### src/rtl/cdb_arbiter.sv
// ---------------------------------------------------------------------------
// cdb_arbiter
//
// Purpose:
//   This block sits at the consumer end of the functional-unit result
//   handshake (valid_out / out / yumi_in) for the divide, ALU, multiply and
//   load units. Each cycle it selects one pending result using round-robin
//   order and acknowledges it with a one-cycle yumi. The selected packet is
//   registered and broadcast on the common data bus for exactly one cycle.
//   Because the order is round-robin, a slow unit such as the divider is
//   never starved.
//
// Packet layout (CDB_packet_t, MSB to LSB):
//   { dest_ROB_entry[ROB_W-1:0], result[DATA_W-1:0], branch_result, from_memory }
//
// Ports:
//   clk        in   core clock
//   reset_n    in   asynchronous active-low reset
//   fu_valid   in   [NUM_FU]         per-FU result-pending flag
//   fu_packet  in   [NUM_FU][PKT_W]  per-FU result packet
//   fu_yumi    out  [NUM_FU]         per-FU acknowledge, one-hot or zero
//   flush      in   mispredict flush from the ROB
//   cdb_valid  out  registered broadcast valid
//   cdb_out    out  [PKT_W]          registered broadcast packet
//
// Optional feature:
//   CDB_MEM_PRIORITY_EN - when defined, any valid requester whose packet has
//   from_memory set wins over plain round-robin order. Ties among memory
//   requesters are settled by the same round-robin scan. When undefined,
//   arbitration is pure round-robin and from_memory is ignored.
// ---------------------------------------------------------------------------
module cdb_arbiter #(
  parameter int NUM_FU = 4,
  parameter int ROB_W  = 4,
  parameter int DATA_W = 32,
  localparam int PKT_W = ROB_W + DATA_W + 2,
  localparam int PTR_W = (NUM_FU > 1) ? $clog2(NUM_FU) : 1
) (
  input  logic                           clk,
  input  logic                           reset_n,
  input  logic [NUM_FU-1:0]              fu_valid,
  input  logic [NUM_FU-1:0][PKT_W-1:0]   fu_packet,
  output logic [NUM_FU-1:0]              fu_yumi,
  input  logic                           flush,
  output logic                           cdb_valid,
  output logic [PKT_W-1:0]               cdb_out
);

  typedef struct packed {
    logic [ROB_W-1:0]  dest_ROB_entry;
    logic [DATA_W-1:0] result;
    logic              branch_result;
    logic              from_memory;
  } cdb_packet_t;

  logic              cdb_valid_q, cdb_valid_d;
  cdb_packet_t       cdb_out_q, cdb_out_d;
  logic [PTR_W-1:0]  rr_ptr_q, rr_ptr_d;

  logic              grant_found;
  logic [PTR_W-1:0]  grant_idx;
  logic              grant_fire;
  logic [PTR_W-1:0]  grant_next_ptr;

  // Index of the requester 'offset' positions after 'base', wrapping modulo
  // NUM_FU (which need not be a power of two).
  function automatic logic [PTR_W-1:0] wrap_idx(input logic [PTR_W-1:0] base,
                                                input int offset);
    int sum;
    sum = int'(base) + offset;
    if (sum >= NUM_FU) sum = sum - NUM_FU;
    return PTR_W'(sum);
  endfunction

  // Scan from rr_ptr upward with wrap-around; the first valid requester wins.
  // Packet contents only influence the scan when gated by fu_valid, so the
  // packets of idle requesters cannot leak into the grant.
  always_comb begin
    grant_found = 1'b0;
    grant_idx   = '0;
`ifdef CDB_MEM_PRIORITY_EN
    for (int k = 0; k < NUM_FU; k++) begin
      if (!grant_found && fu_valid[wrap_idx(rr_ptr_q, k)] &&
          fu_packet[wrap_idx(rr_ptr_q, k)][0]) begin
        grant_found = 1'b1;
        grant_idx   = wrap_idx(rr_ptr_q, k);
      end
    end
`endif
    for (int k = 0; k < NUM_FU; k++) begin
      if (!grant_found && fu_valid[wrap_idx(rr_ptr_q, k)]) begin
        grant_found = 1'b1;
        grant_idx   = wrap_idx(rr_ptr_q, k);
      end
    end
  end

  // A flush suppresses the grant for the cycle; requesters keep their results.
  assign grant_fire     = grant_found && !flush;
  assign grant_next_ptr = (grant_idx == PTR_W'(NUM_FU - 1)) ? '0 : grant_idx + 1'b1;

  // yumi is forced low while in reset so no FU drops a result the arbiter
  // could not capture.
  always_comb begin
    fu_yumi = '0;
    if (grant_fire && reset_n) fu_yumi[grant_idx] = 1'b1;
  end

  // cdb_valid is a pure one-cycle pulse per grant; the packet and pointer
  // hold when nothing is granted.
  always_comb begin
    cdb_valid_d = grant_fire;
    cdb_out_d   = cdb_out_q;
    rr_ptr_d    = rr_ptr_q;
    if (grant_fire) begin
      cdb_out_d = cdb_packet_t'(fu_packet[grant_idx]);
      rr_ptr_d  = grant_next_ptr;
    end
  end

  always_ff @(posedge clk or negedge reset_n) begin
    if (!reset_n) begin
      cdb_valid_q <= 1'b0;
      cdb_out_q   <= '0;
      rr_ptr_q    <= '0;
    end else begin
      cdb_valid_q <= cdb_valid_d;
      cdb_out_q   <= cdb_out_d;
      rr_ptr_q    <= rr_ptr_d;
    end
  end

  assign cdb_valid = cdb_valid_q;
  assign cdb_out   = cdb_out_q;

endmodule

### config.mk
export PLATFORM = sky130hd
export DESIGN_NAME = cdb_arbiter
export DESIGN_NICKNAME = d
export VERILOG_FILES = /design/src/rtl/cdb_arbiter.sv
export SDC_FILE = /design/constraint.sdc
export NUM_CORES = 1
export LEC_CHECK = 0
export ABC_AREA = 1
export CAP_MARGIN = 0
export CELL_PAD_IN_SITES_DETAIL_PLACEMENT = 1
export CELL_PAD_IN_SITES_GLOBAL_PLACEMENT = 2
export CORE_ASPECT_RATIO = 0.8
export CORE_UTILIZATION = 16
export CTS_BUF_LIST = sky130_fd_sc_hd__clkbuf_4 sky130_fd_sc_hd__clkbuf_8 sky130_fd_sc_hd__clkbuf_16
export DETAILED_ROUTE_END_ITERATION = 8
export GPL_ROUTABILITY_DRIVEN = 0
export PLACE_DENSITY_LB_ADDON = 0.25
export SETUP_SLACK_MARGIN = 0.4
export SYNTH_ARGS = -nofsm -noshare
export SYNTH_HDL_FRONTEND = slang
export SYNTH_SLANG_ARGS = --single-unit
### constraint.sdc
create_clock -name clk -period 1.97 [get_ports clk]
set_clock_uncertainty 0.1 [all_clocks]
set_input_delay 0.394 -clock clk [delete_from_list [all_inputs] [get_ports clk]]
set_output_delay 0.394 -clock clk [all_outputs]
set_load 0.05 [all_outputs]
Yosys cells after proc, flatten, opt, wreduce, memory -nomap -nowiden

Index checks and enable logic that the tools add are counted.

Bits in registers: 41
Logic and storage cells: 61
Output and inout bits: 43
Input port bits: 159

Reduce and logical (&&, ||, !) cells: 10
Equality and inequality tests: 1
Add/subtract/negate cells: 8
Magnitude comparators: 10
Multiplexer cells: 26

Operator list:

| cell                                                                          | number |
|---|---|
| 38-bit binary-select mux with 2-bit select                                    | 1 |
| 38-bit two-way mux                                                            | 1 |
| 2-bit two-way mux                                                             | 9 |
| 2-bit by 3-bit less-than comparator with 1-bit output (second input constant) | 5 |
| 3-bit >= comparator (second input constant)                                   | 3 |
| 1-bit two-way mux                                                             | 9 |
| 1-bit binary-select mux with 2-bit select                                     | 4 |
| 2-bit by 1-bit subtractor with 2-bit output (second input constant)           | 4 |
| 2-bit by 2-bit adder with 3-bit output (second input constant)                | 2 |
| 1-bit logical AND                                                             | 6 |
| 1-bit zero test                                                               | 4 |
| 4-bit two-way mux                                                             | 1 |
| 2-bit by 1-bit adder with 3-bit output (second input constant)                | 1 |
| 2-bit by 3-bit >= comparator with 1-bit output (second input constant)        | 1 |
| 2-bit by 1-bit adder with 2-bit output (second input constant)                | 1 |
| 1-bit demux with 2-bit select                                                 | 1 |
| 2-bit equality test (second input constant)                                   | 1 |
| 2-bit by 1-bit >= comparator with 1-bit output (second input constant)        | 1 |

Depth between registers and ports, before layout

Depth after elaboration: 19
Gate-level depth with buffers: 16
Depth with buffers taken out: 15

Worst setup path after synthesis

OpenSTA, ideal clock, no wires.

Path type: reg2out
From: register rr_ptr_q[0]
To: output port fu_yumi[2]
Required time: 1.476 ns
Path slack: -1.004 ns
Stages on the path, launching flop included: 12
Data arrival time: 2.480 ns
Buffers on the path: 2
Path through: dfrtp_1 buf_4 nand2_1 nand3_1 nand2_2 nor2_1 nor2_2 nand2_4 nand2_4 buf_2 inv_2 nor3_1

Longest elaborated chain between the ends: 19
Elaborated cells on any way between the ends: 45
Classes of those cells: 7 x add/sub; 6 x order compare; 23 x mux; 9 x reduce/logical

Ends and longest elaborated chain:

| element                                                                         | line | RTL |
|---|---|---|
| start: declaration                                                              | 58   | `logic [PTR_W-1:0] rr_ptr_q, rr_ptr_d;` |
| start signal: assignment                                                        | 129  | `rr_ptr_q <= rr_ptr_d;` |
| branches (longest 18 deep; another with 2-bit by 1-bit adder with 3-bit output) | n/a  |  |
| 4-bit two-way mux (*)                                                           | 106  | `if (grant_fire && reset_n) fu_yumi[grant_idx] = 1'b1;` |
| end: declaration                                                                | 43   | `output logic [NUM_FU-1:0] fu_yumi,` |

Mark *: on every way between the ends. The select of a mux whose other input is x is not followed.

Worst setup path in the final report

From: register rr_ptr_q[0]
To: output port fu_yumi[3]

Same word-level chain as after synthesis.

==> flow_metrics.py <==
metrics = {
    "grt": {
        "overflow": 0,
        "antenna_found_initial": 1,
        "grt_max_degree": 44,
        "track_usage": 0.150,
        "grt_pass1_vias": 4803,
        "grt_pass1_wl_mm": 25.6,
    },
    "routing": {
        "highest_layer": "met5",
        "wire_per_inst_um": 16.3,
        "vias": 4591,
        "dr.pass1.iters": 4,
        "viasPerCell": 4.17,
        "final_antenna_net_count": 0,
        "wl_met2_mm": 8.09,
        "drc": 0,
        "drtIter0Drc": 111,
        "drt-total-wl_mm": 18.0,
        "met1_length_mm": 8.09,
        "wl_met3_mm": 1.64,
    },
    "timing": {
        "fmax_ghz": 0.393,
        "rsz0062_at_grt": "true",
        "finalSetupTns_ns": -13.79,
        "relSlewSlack": 0.607,
        "setup_violations": 44,
        "drv_slew": 0,
        "hold_viol": 0,
        "period_share": 1.29,
        "fin_crit_ns": 2.55,
        "fin_ws_ns": -0.577,
        "tightest_slew_ns": 0.590,
    },
    "outcome": {
        "outcome": "finished with violations",
        "violations": "setup timing",
    },
    "yosys": {
        "synth_cell_type_count": 22,
        "syn_area_mm2": 0.00341,
        "synth_nets": 769,
        "ys_ff_latch": 41,
        "syn-instance-count": 610,
        "avgSynthCellArea_um2": 5.59,
        "seq_area_frac_synth": 0.301,
        "yosysWarningCount": 0,
    },
    "place": {
        "port_buffers": 201,
        "place_ws_ns": -0.717,
        "dpl_cell_area_mm2": 0.00582,
        "dp_hpwl_mm": 12.1,
    },
    "worst_setup_path": {
        "crit_start": "rr_ptr_q[0]$_DFFE_PN0P_",
        "r2r_cells": 17,
        "cpPeakStageDelay_ns": 0.49,
        "r2r-end": "cdb_out[8]$_DFFE_PN0P_",
        "end_kind": "output port",
        "crit_chain": "buf_6 -> nand2_2 -> nand2_4 -> nand2_1 -> nand2_2 -> nor2_4 -> nand4_1 -> nand3_4 -> buf_6 -> nand2_4 -> nor2_4 -> buf_12",
        "r2r_slack_ns": -0.34,
        "arrival_ns": 2.05,
        "worstPathMaxFanout": 5,
        "worstSetupEndpoint": "fu_yumi[3]",
        "slowest_stage": "dfrtp_2",
        "required_ns": 1.48,
        "worst_setup_path_start_kind": "register",
        "path_class": "reg -> out",
        "r2r_start": "rr_ptr_q[0]$_DFFE_PN0P_",
    },
    "final_layout": {
        "syn_to_final_growth_pct": 93.5,
        "fin_area_mm2": 0.00659,
        "drive_gt1_frac": 0.193,
        "nets": 992,
        "antennaDiodeCount": 0,
    },
    "clock_network": {
        "clk_pin_slew_ns": 0.06,
        "h-tree-depth": 2,
        "numCtsBuffers": 5,
        "clk_latency_ns": 0.29,
        "cts.sinks": 41,
        "cts-root-buf": "clkbuf_16",
        "postCtsHoldBufs": 0,
        "cts_tree": "done",
        "cts_buffer_depth": 2,
    },
    "power": {
        "total_power_w": 0.0149,
        "irDropWorstVdd_mv": 0.738,
        "p_leak_nw": 3.43,
        "power_density_mw_per_mm2": 2260,
    },
    "floorplan": {
        "num_io_pins": 202,
        "num_rows": 47,
        "start_util": 0.164,
        "die-area_mm2": 0.0219,
        "die_w_um": 165,
        "die_h_um": 133,
        "coreArea_mm2": 0.0208,
    },
    "hold_path": {
        "hold_path.class": "in -> async",
    },
    "run": {
        "max_cap_viol_count": 0,
    },
}
==> worst max-delay path, delay by kind of cell (launching register included) <==
kind	cells	cell delay, ns
buffers and inverters	3	0.41
flip-flops	1	0.49
AND/OR/NAND/NOR	9	0.86
==> final cells by class <==
class	count	area, um2
repair buffers	256	2720
flip-flops and latches	41	1030
inverters	11	56.3
well taps	269	337
clock buffers	7	146
fillers	2592	14200
repair inverters	1	6.26
multi-input cells	517	2300
==> timing repair <==
item | CTS | global route
gates cloned | 2 | 12
setup buffers | 4 | 7
hold endpoints to repair | 0 | 0
pin swaps | 10 | 23
resized for setup | 33 | 43
setup endpoints to repair | 45 | 45
==> through the flow <==
stage          std cells   util  hold slack (ns)
3_5_place_dp        1070  0.280            0.367
2_1_floorplan        610      -         -0.00159
4_1_cts             1083  0.297            0.198
5_1_grt             1102  0.318            0.251
6_report            1102  0.318            0.200
3_3_place_gp        1070  0.280            0.365
==> kinds of logic (layout without fill, tap and decap cells) <==
family          after synthesis  in the layout  synth area share
compound gates                5              5           0.00807
flops                        41             41             0.301
simple gates                512            512             0.608
buf+inv                      52            275            0.0833
==> placed cells by master, fill, tap and decap left out, types with 4 or more instances in the layout <==
| cell | netlist | final |
|---|---|---|
| nand3_2 | 1 | 6 |
| dfrtp_1 | 41 | 40 |
| inv_2 | 5 | 4 |
| nand2_1 | 415 | 392 |
| nand3_1 | 83 | 77 |
| nand2_4 | 2 | 7 |
| buf_6 | 5 | 8 |
| nand2_2 | 2 | 18 |
| buf_4 | 7 | 65 |
| clkdlybuf4s50_1 | 0 | 153 |
| clkbuf_16 | 0 | 13 |
| buf_12 | 0 | 14 |
==> power by group <==
part	internal [W]	switching, W	total [W]
Sequential	0.00127	0.000260	0.00153
Combinational	0.00499	0.00753	0.0125
Clock	0.000512	0.000346	0.000858
Total	0.00677	0.00813	0.0149
==> routing by layer <==
metal  global-route usage  vias to the layer above
li1                     -                     2340
met2                0.245                      145
met4               0.0260                        2
met5                    0                        -
met1                0.187                     2096
met3               0.0599                        8
==> sequential cells by signal, summed over array words and instances, names as in the netlist <==
name	flops
cdb_out	38
cdb_valid	1
rr_ptr_q	2
==> worst min-delay path by stage <==
| stage | endpoint | start | slack (ns) | depth (start not counted) |
|---|---|---|---|---|
| final | cdb_out[8]$_DFFE_PN0P_ | reset_n | 0.20 | 2 |
| after global routing | cdb_out[7]$_DFFE_PN0P_ | reset_n | 0.25 | 2 |
| after CTS | cdb_out[7]$_DFFE_PN0P_ | reset_n | 0.20 | 2 |
| after detailed placement | cdb_out[21]$_DFFE_PN0P_ | cdb_out[21]$_DFFE_PN0P_ | 0.37 | 2 |
| after global placement | cdb_out[13]$_DFFE_PN0P_ | cdb_out[13]$_DFFE_PN0P_ | 0.36 | 2 |
| after floorplan | cdb_out[0]$_DFFE_PN0P_ | reset_n | -0.002 | 0 |
==> Yosys cell counts <==
library cell / instances / area, um2
nand2_1: 415 / 1560
nand3_1: 83 / 415
dfrtp_1: 41 / 1030
buf_2: 20 / 100
buf_4: 7 / 52.6
inv_1: 6 / 22.5
buf_1: 5 / 18.8
buf_6: 5 / 56.3
inv_2: 5 / 18.8
clkbuf_1: 4 / 15.0
nor2_1: 3 / 11.3
o21ai_1: 3 / 15.0
nand2_2: 2 / 12.5
nand2_4: 2 / 22.5
nor3_1: 2 / 10.0
a21boi_1: 1 / 7.51
a21oi_1: 1 / 5.00
nand3_2: 1 / 10.0
nand3b_1: 1 / 7.51
nand4_1: 1 / 6.26
nor2_2: 1 / 6.26
nor2_4: 1 / 11.3
(Power assumes the default switching activity.)
